$ cat src/rtl/alu_arbiter_pkg.sv
// Shared FSM encoding, ALU function codes and operand record for the ALU arbiter.
package alu_arbiter_pkg;

    typedef enum logic [1:0] {
        IDLE = 2'd0,
        EXEC = 2'd1,
        RESP = 2'd2
    } state_t;

    localparam logic [5:0] ADD = 6'b100000;
    localparam logic [5:0] SUB = 6'b100010;
    localparam logic [5:0] SLT = 6'b101010;

    typedef struct packed {
        logic [31:0] data_a;
        logic [31:0] data_b;
        logic [5:0]  signal;
        logic        id;
    } op_t;

endpackage

$ cat src/rtl/alu_arbiter_alu.sv
// Shared 32-bit ALU: add, subtract, signed set-less-than; unknown codes take the sum path.
// Latency: purely combinational.
// Backpressure: none, operands are held by the caller.
module ALU
    import alu_arbiter_pkg::*;
(
    input  logic [31:0] data_a,
    input  logic [31:0] data_b,
    input  logic [5:0]  signal,
    output logic [31:0] data_out
);

    always_comb begin
        data_out = data_a + data_b;
        case (signal)
            ADD:     data_out = data_a + data_b;
            SUB:     data_out = data_a - data_b;
            SLT:     data_out = {31'd0, ($signed(data_a) < $signed(data_b))};
            default: data_out = data_a + data_b;
        endcase
    end

endmodule

$ cat src/rtl/alu_arbiter.sv
// Round-robin arbiter sharing one ALU between two requesters.
// Latency: result valid EXEC_CYCLES+1 cycles after the operand transfer.
// Backpressure: result held until resp_ready; no new grant until it drains.
module alu_arbiter
    import alu_arbiter_pkg::*;
#(
    parameter int EXEC_CYCLES = 1
) (
    input  logic        clk,
    input  logic        reset,
    input  logic        req0_valid,
    output logic        req0_ready,
    input  logic [31:0] req0_dataA,
    input  logic [31:0] req0_dataB,
    input  logic [5:0]  req0_Signal,
    input  logic        req1_valid,
    output logic        req1_ready,
    input  logic [31:0] req1_dataA,
    input  logic [31:0] req1_dataB,
    input  logic [5:0]  req1_Signal,
    output logic        resp_valid,
    input  logic        resp_ready,
    output logic        resp_id,
    output logic [31:0] resp_data
);

    localparam logic [3:0] CNT_LOAD = 4'(EXEC_CYCLES - 1);

    state_t      state;
    state_t      state_nxt;
    logic        ptr;
    logic [3:0]  cnt;
    op_t         op_q;
    op_t         op_in;
    logic        any_valid;
    logic        grant_id;
    logic        take;
    logic [31:0] alu_out;

    // Pointer names the favoured requester; fall back to the other when it is idle.
    assign any_valid = req0_valid | req1_valid;
    assign grant_id  = (ptr ? req1_valid : req0_valid) ? ptr : ~ptr;
    assign take      = (state == IDLE) && any_valid;

    always_comb begin
        op_in = '0;
        if (grant_id) begin
            op_in.data_a = req1_dataA;
            op_in.data_b = req1_dataB;
            op_in.signal = req1_Signal;
            op_in.id     = 1'b1;
        end else begin
            op_in.data_a = req0_dataA;
            op_in.data_b = req0_dataB;
            op_in.signal = req0_Signal;
            op_in.id     = 1'b0;
        end
    end

    always_comb begin
        state_nxt  = state;
        req0_ready = 1'b0;
        req1_ready = 1'b0;
        case (state)
            IDLE: begin
                if (any_valid) begin
                    state_nxt  = EXEC;
                    // Gated by reset so every output reads zero while reset is held.
                    req0_ready = reset & ~grant_id;
                    req1_ready = reset & grant_id;
                end
            end
            EXEC: begin
                if (cnt == 4'd0) begin
                    state_nxt = RESP;
                end
            end
            RESP: begin
                if (resp_ready) begin
                    state_nxt = IDLE;
                end
            end
            default: state_nxt = IDLE;
        endcase
    end

    assign resp_valid = (state == RESP);

    always_ff @(posedge clk or negedge reset) begin
        if (!reset) begin
            state <= IDLE;
        end else begin
            state <= state_nxt;
        end
    end

    always_ff @(posedge clk or negedge reset) begin
        if (!reset) begin
            ptr       <= 1'b0;
            cnt       <= 4'd0;
            op_q      <= '0;
            resp_data <= 32'd0;
            resp_id   <= 1'b0;
        end else begin
            if (take) begin
                op_q <= op_in;
                ptr  <= ~grant_id;
                cnt  <= CNT_LOAD;
            end else if (state == EXEC) begin
                if (cnt == 4'd0) begin
                    resp_data <= alu_out;
                    resp_id   <= op_q.id;
                end else begin
                    cnt <= cnt - 4'd1;
                end
            end
        end
    end

    ALU u_alu (
        .data_a   (op_q.data_a),
        .data_b   (op_q.data_b),
        .signal   (op_q.signal),
        .data_out (alu_out)
    );

endmodule
$ cat config.mk
export PLATFORM = sky130hd
export DESIGN_NAME = alu_arbiter
export DESIGN_NICKNAME = d
export VERILOG_FILES = /design/src/rtl/alu_arbiter_pkg.sv /design/src/rtl/alu_arbiter_alu.sv /design/src/rtl/alu_arbiter.sv
export SDC_FILE = /design/constraint.sdc
export NUM_CORES = 1
export LEC_CHECK = 0
export ABC_CLOCK_PERIOD_IN_PS = 6500
export CAP_MARGIN = 15
export CORE_MARGIN = 2
export CORE_UTILIZATION = 57
export DETAILED_ROUTE_END_ITERATION = 7
export PLACE_DENSITY = 0.88
export SYNTH_ARGS = -nofsm -noshare
export SYNTH_HDL_FRONTEND = slang
export SYNTH_SLANG_ARGS = --single-unit
$ cat constraint.sdc
create_clock -name clk -period 6.5 [get_ports clk]
set_input_delay 1.3 -clock clk [delete_from_list [all_inputs] [get_ports clk]]
set_output_delay 1.3 -clock clk [all_outputs]
set_load 0.005 [all_outputs]
==> run summary <==
At the end of routability-driven placement, the weighted congestion stood at 0.992. At the later pin of the worst-skew pair, clock insertion delay measures 370 ps. The remaining global-route overflow was 0.

The tools report the total standard cell area after synthesis as 8540 sq um. The endpoint identified for the worst register-to-register timing path is resp_data[31]$_DFFE_PN0P_. The library cell used most frequently in the layout, excluding fill and tap cells, is clkdlybuf4s50_1. Worst setup slack before clock tree synthesis: 2040 ps. Among all stages on the critical path, the largest delay is contributed by clkdlybuf4s50_1. The count of nets left with antenna violations once routing finished came out at 0. Counting flops with an async set or reset pin after synthesis yields a share of 100%. The number of cells on the worst reg-to-reg path is 11.

In this design, the stage delay of the slowest critical-path cell is 550 ps. The run gives 591 as the iteration-0 DRC count of the detailed router. The leading register cell type out of synthesis is dfrtp_1. Among the stages of the critical path, the cell type that occurs most often is clkdlybuf4s50_1. In this run, post-CTS hold repair placed 0 buffers. The power density over the cells was 574 nW/um^2; the core area was 14600 sq um.

The total count of hold-check failures in the final report was 0. For the via count of the routed design, the log shows 8025. The root buffer cell chosen for the clock tree is clkbuf_16.

Counting instances, the worst hold path has a depth of 2. The synthesized area per cell is 8.43 sq um, and the number of standard-cell rows in the floorplan is 44. For this run, the number of Yosys warnings is 0. The switching part of the total power was 49.8%. Count of max-cap constraint violations: 0. The worst register-to-register path begins at op_q[8]$_DFFE_PN0P_. Synthesis inferred 111 register bits. Using the TritonRoute via totals, the vias-per-cell ratio works out to 5.97.

The logs give 0.276 mV for the worst IR drop on VDD and 50.4% for the met2 layer usage reported by global route. TritonCTS built the clock tree. Final worst slack: 2070 ps. For flop-to-flop paths, the worst setup slack is 3250 ps. The tools report the startpoint of the most critical hold path as op_q[0]$_DFFE_PN0P_.

The analysis attributes to net switching a power of 0.00307 W. Category of the critical setup timing path: in2out. The floorplan die area was 16000 sq um. The initial antenna violation count came out at 0. The first detailed-routing pass took 5 iterations. Once layout is done, the placed cells without fillers occupy 10700 sq um. Setup repair after global routing left no endpoint under its margin. The clock network fraction of design power is 8.9%, and the slew of the pin with the lowest slew margin is 814 ps. Derived from the worst setup path, the maximum achievable clock frequency is 0.226 GHz.

The final layout contains routed wiring with a total length of 23.0 mm. Buffers placed on the I/O ports in this run total 180. Global-route track usage on met1: 37.1%. The tools report the static leakage power as 4.82 nW.

The run finished with clean final reports. For this design the top-level I/O count stands at 181. After synthesis, flip-flops and latches occupy 32.5% of the total area. Data on the critical path is required at its endpoint by 5200 ps.

The repair_antennas step left the layout with diodes totalling 0. For this configuration, the core starts out at a cell density of 58.5%. The routed design could run at a clock period as short as 4430 ps. The via count of the first global-routing pass is 7965, and the DRC violations left is 0.

Once the clock tree was built, the resizer swapped 0 gates to a different size. The number of levels the H-tree was split into came out at 3. The run gives 5.36% as the met3 routing resource usage after global routing. The post-placement cell count was 1328; the maximum number of pins on one net before global-route repair was 145. The number of setup buffers added after CTS is 0. Leaving out fill and tap cells, the most frequent cells in the layout are 179 x clkdlybuf4s50_1, 119 x nand2_1, 111 x dfrtp_1.

The tightest min-delay check is of the reg2reg type. The worst setup skew after layout was 12.0 ps. The tools report the type of element capturing the critical path as an output port.

The total buffers and inverters traversed by the critical path came out at 4. The first global-routing pass estimated 38.2 mm of wire. The clock passes through at most 2 buffers. Global router's overall resource usage: 29.1%. The floorplan step set the die width to 126 um.

The fraction of layout instances using a drive strength above 1 is 4.65%. The internal power of the cells totals 0.00310 W. The wire length per cell works out to 17.1 um. In this run the tightest slew margin relative to its limit is 45.8%.

The most utilized layer in the global route result was met2. The worst hold path terminates at resp_id$_DFFE_PN0P_. The number of CTS-inserted buffers is 9, and the final cell count without fillers is 1345. Critical path data arrival time: 3130 ps.

In this run, synthesis inferred 0 flip-flops with an integrated enable. The HPWL after detailed placement came out at 17.1 mm. Walking the worst path, the cells encountered are clkdlybuf4s50_1, inv_1, mux2i_4, buf_4, nor2_1, clkdlybuf4s50_1.

The area overhead of the layout relative to synthesis was 25.7%. The tree built by TritonCTS fans out to 111 sinks. The largest fanout on the critical path came out at 32. Once placement finished, the instance area stood at 10400 sq um.

Synthesis produced a netlist with a net count of 1224. The max-slew violation total from the final report was 0; the clock-pin slew reported for the worst setup and hold paths after clock tree synthesis was 80 ps. After technology mapping, the gate count stands at 1013. Cell family with the largest share of critical-path delay: buffers and inverters.

The number of nets in the final layout was 1367; the count of distinct cell types in the synthesized netlist was 73. The period utilization was 68.1%. The tools report the proportion of power drawn by combinational gates as 70.0%.

The proportion of power drawn by flip-flops and latches is 21.1%. Cells fill 73.6% of the core in the end. Measured along the y axis, the die boundary spans 126 um. After routing, the total negative slack on setup checks comes to 0 ps. The final count of negative-setup-slack endpoints came out at 0.

The tools report the startpoint kind of the worst setup timing path as an input port.
logic make-up after synthesis:
kind of cell	share of synthesized area [%]
AO/OA/AOI/OAI	23.8
AND/OR/NAND/NOR	15.2
buffers and inverters	5.93
flip-flops	32.5
multiplexers	8.67
adder cells (fa/ha/maj)	9.85
XOR/XNOR	4.00
state kept, by name (all words and copies together) (netlist names):
register,flops
ptr,1
cnt,4
resp_data,32
op_q,71
resp_id,1
state,2
cell type report:
cell class                 count  area [sq um]
inverter                      68           255
clock inverter                 6          62.6
timing repair buffer         190          1890
tap                          184           230
clock buffer                  10           229
sequential                   111          2780
fill                        1120          3850
multi-input combinational    776          5290
power by group through the flow:
stage / combinational, W / sequential, W / clock (W)
after detailed placement: 0.00421 / 0.00130 / 0
final: 0.00431 / 0.00130 / 0.000549
after floorplan: 0.00318 / 0.00124 / 0
after global placement: 0.00412 / 0.00129 / 0
after global routing: 0.00476 / 0.00135 / 0.000583
after CTS: 0.00424 / 0.00130 / 0.000557
worst register-to-register path: stages, from the launching register on:
cell and delay [ps]:
dfrtp_1 400, inv_1 160, ha_1 270, nor2b_1 150, o2111ai_1 270, a311oi_2 200
or3_1 490, a21oi_2 350, o21bai_1 230, a41oi_1 310, mux2i_1 210, o211ai_1 90
synthesized netlist by cell type, drive strengths merged, types with 17 or more instances:
cell	number	area share [%]
mux2i	74	8.7
nor2	86	3.8
inv	68	3.0
xnor2	34	3.5
ha	64	9.4
clkbuf	35	1.5
buf	23	1.4
a221oi	17	1.9
nand3	19	1.1
o21ai	107	6.3
a21oi	69	4.1
dfrtp	111	33
nand2	119	5.2
stage by stage:
stage / hold WS, ps / total power, W
6_report: 476 / 0.00616
4_1_cts: 481 / 0.00610
5_1_grt: 506 / 0.00670
3_3_place_gp: 460 / 0.00541
3_5_place_dp: 461 / 0.00551
2_1_floorplan: 439 / 0.00442
per-layer routing:
layer / wire, um / up-vias
li1: - / 3873
met1: 9710 / 3798
met2: 11200 / 306
met3: 1580 / 48
met4: 476 / 0
met5: 0 / -
how the worst max path moves through the flow:
stage | start | to | slack, ps | depth (start not counted)
floorplan | req0_valid | req0_ready | 2760 | 5
CTS | req0_valid | req1_ready | 2040 | 6
global route | req0_valid | req1_ready | 1970 | 6
detailed placement | req0_valid | req1_ready | 2040 | 6
finish | req0_valid | req1_ready | 2070 | 6
global placement | req0_valid | req1_ready | 2090 | 6
Note: power is estimated with default switching activity, not from simulation.
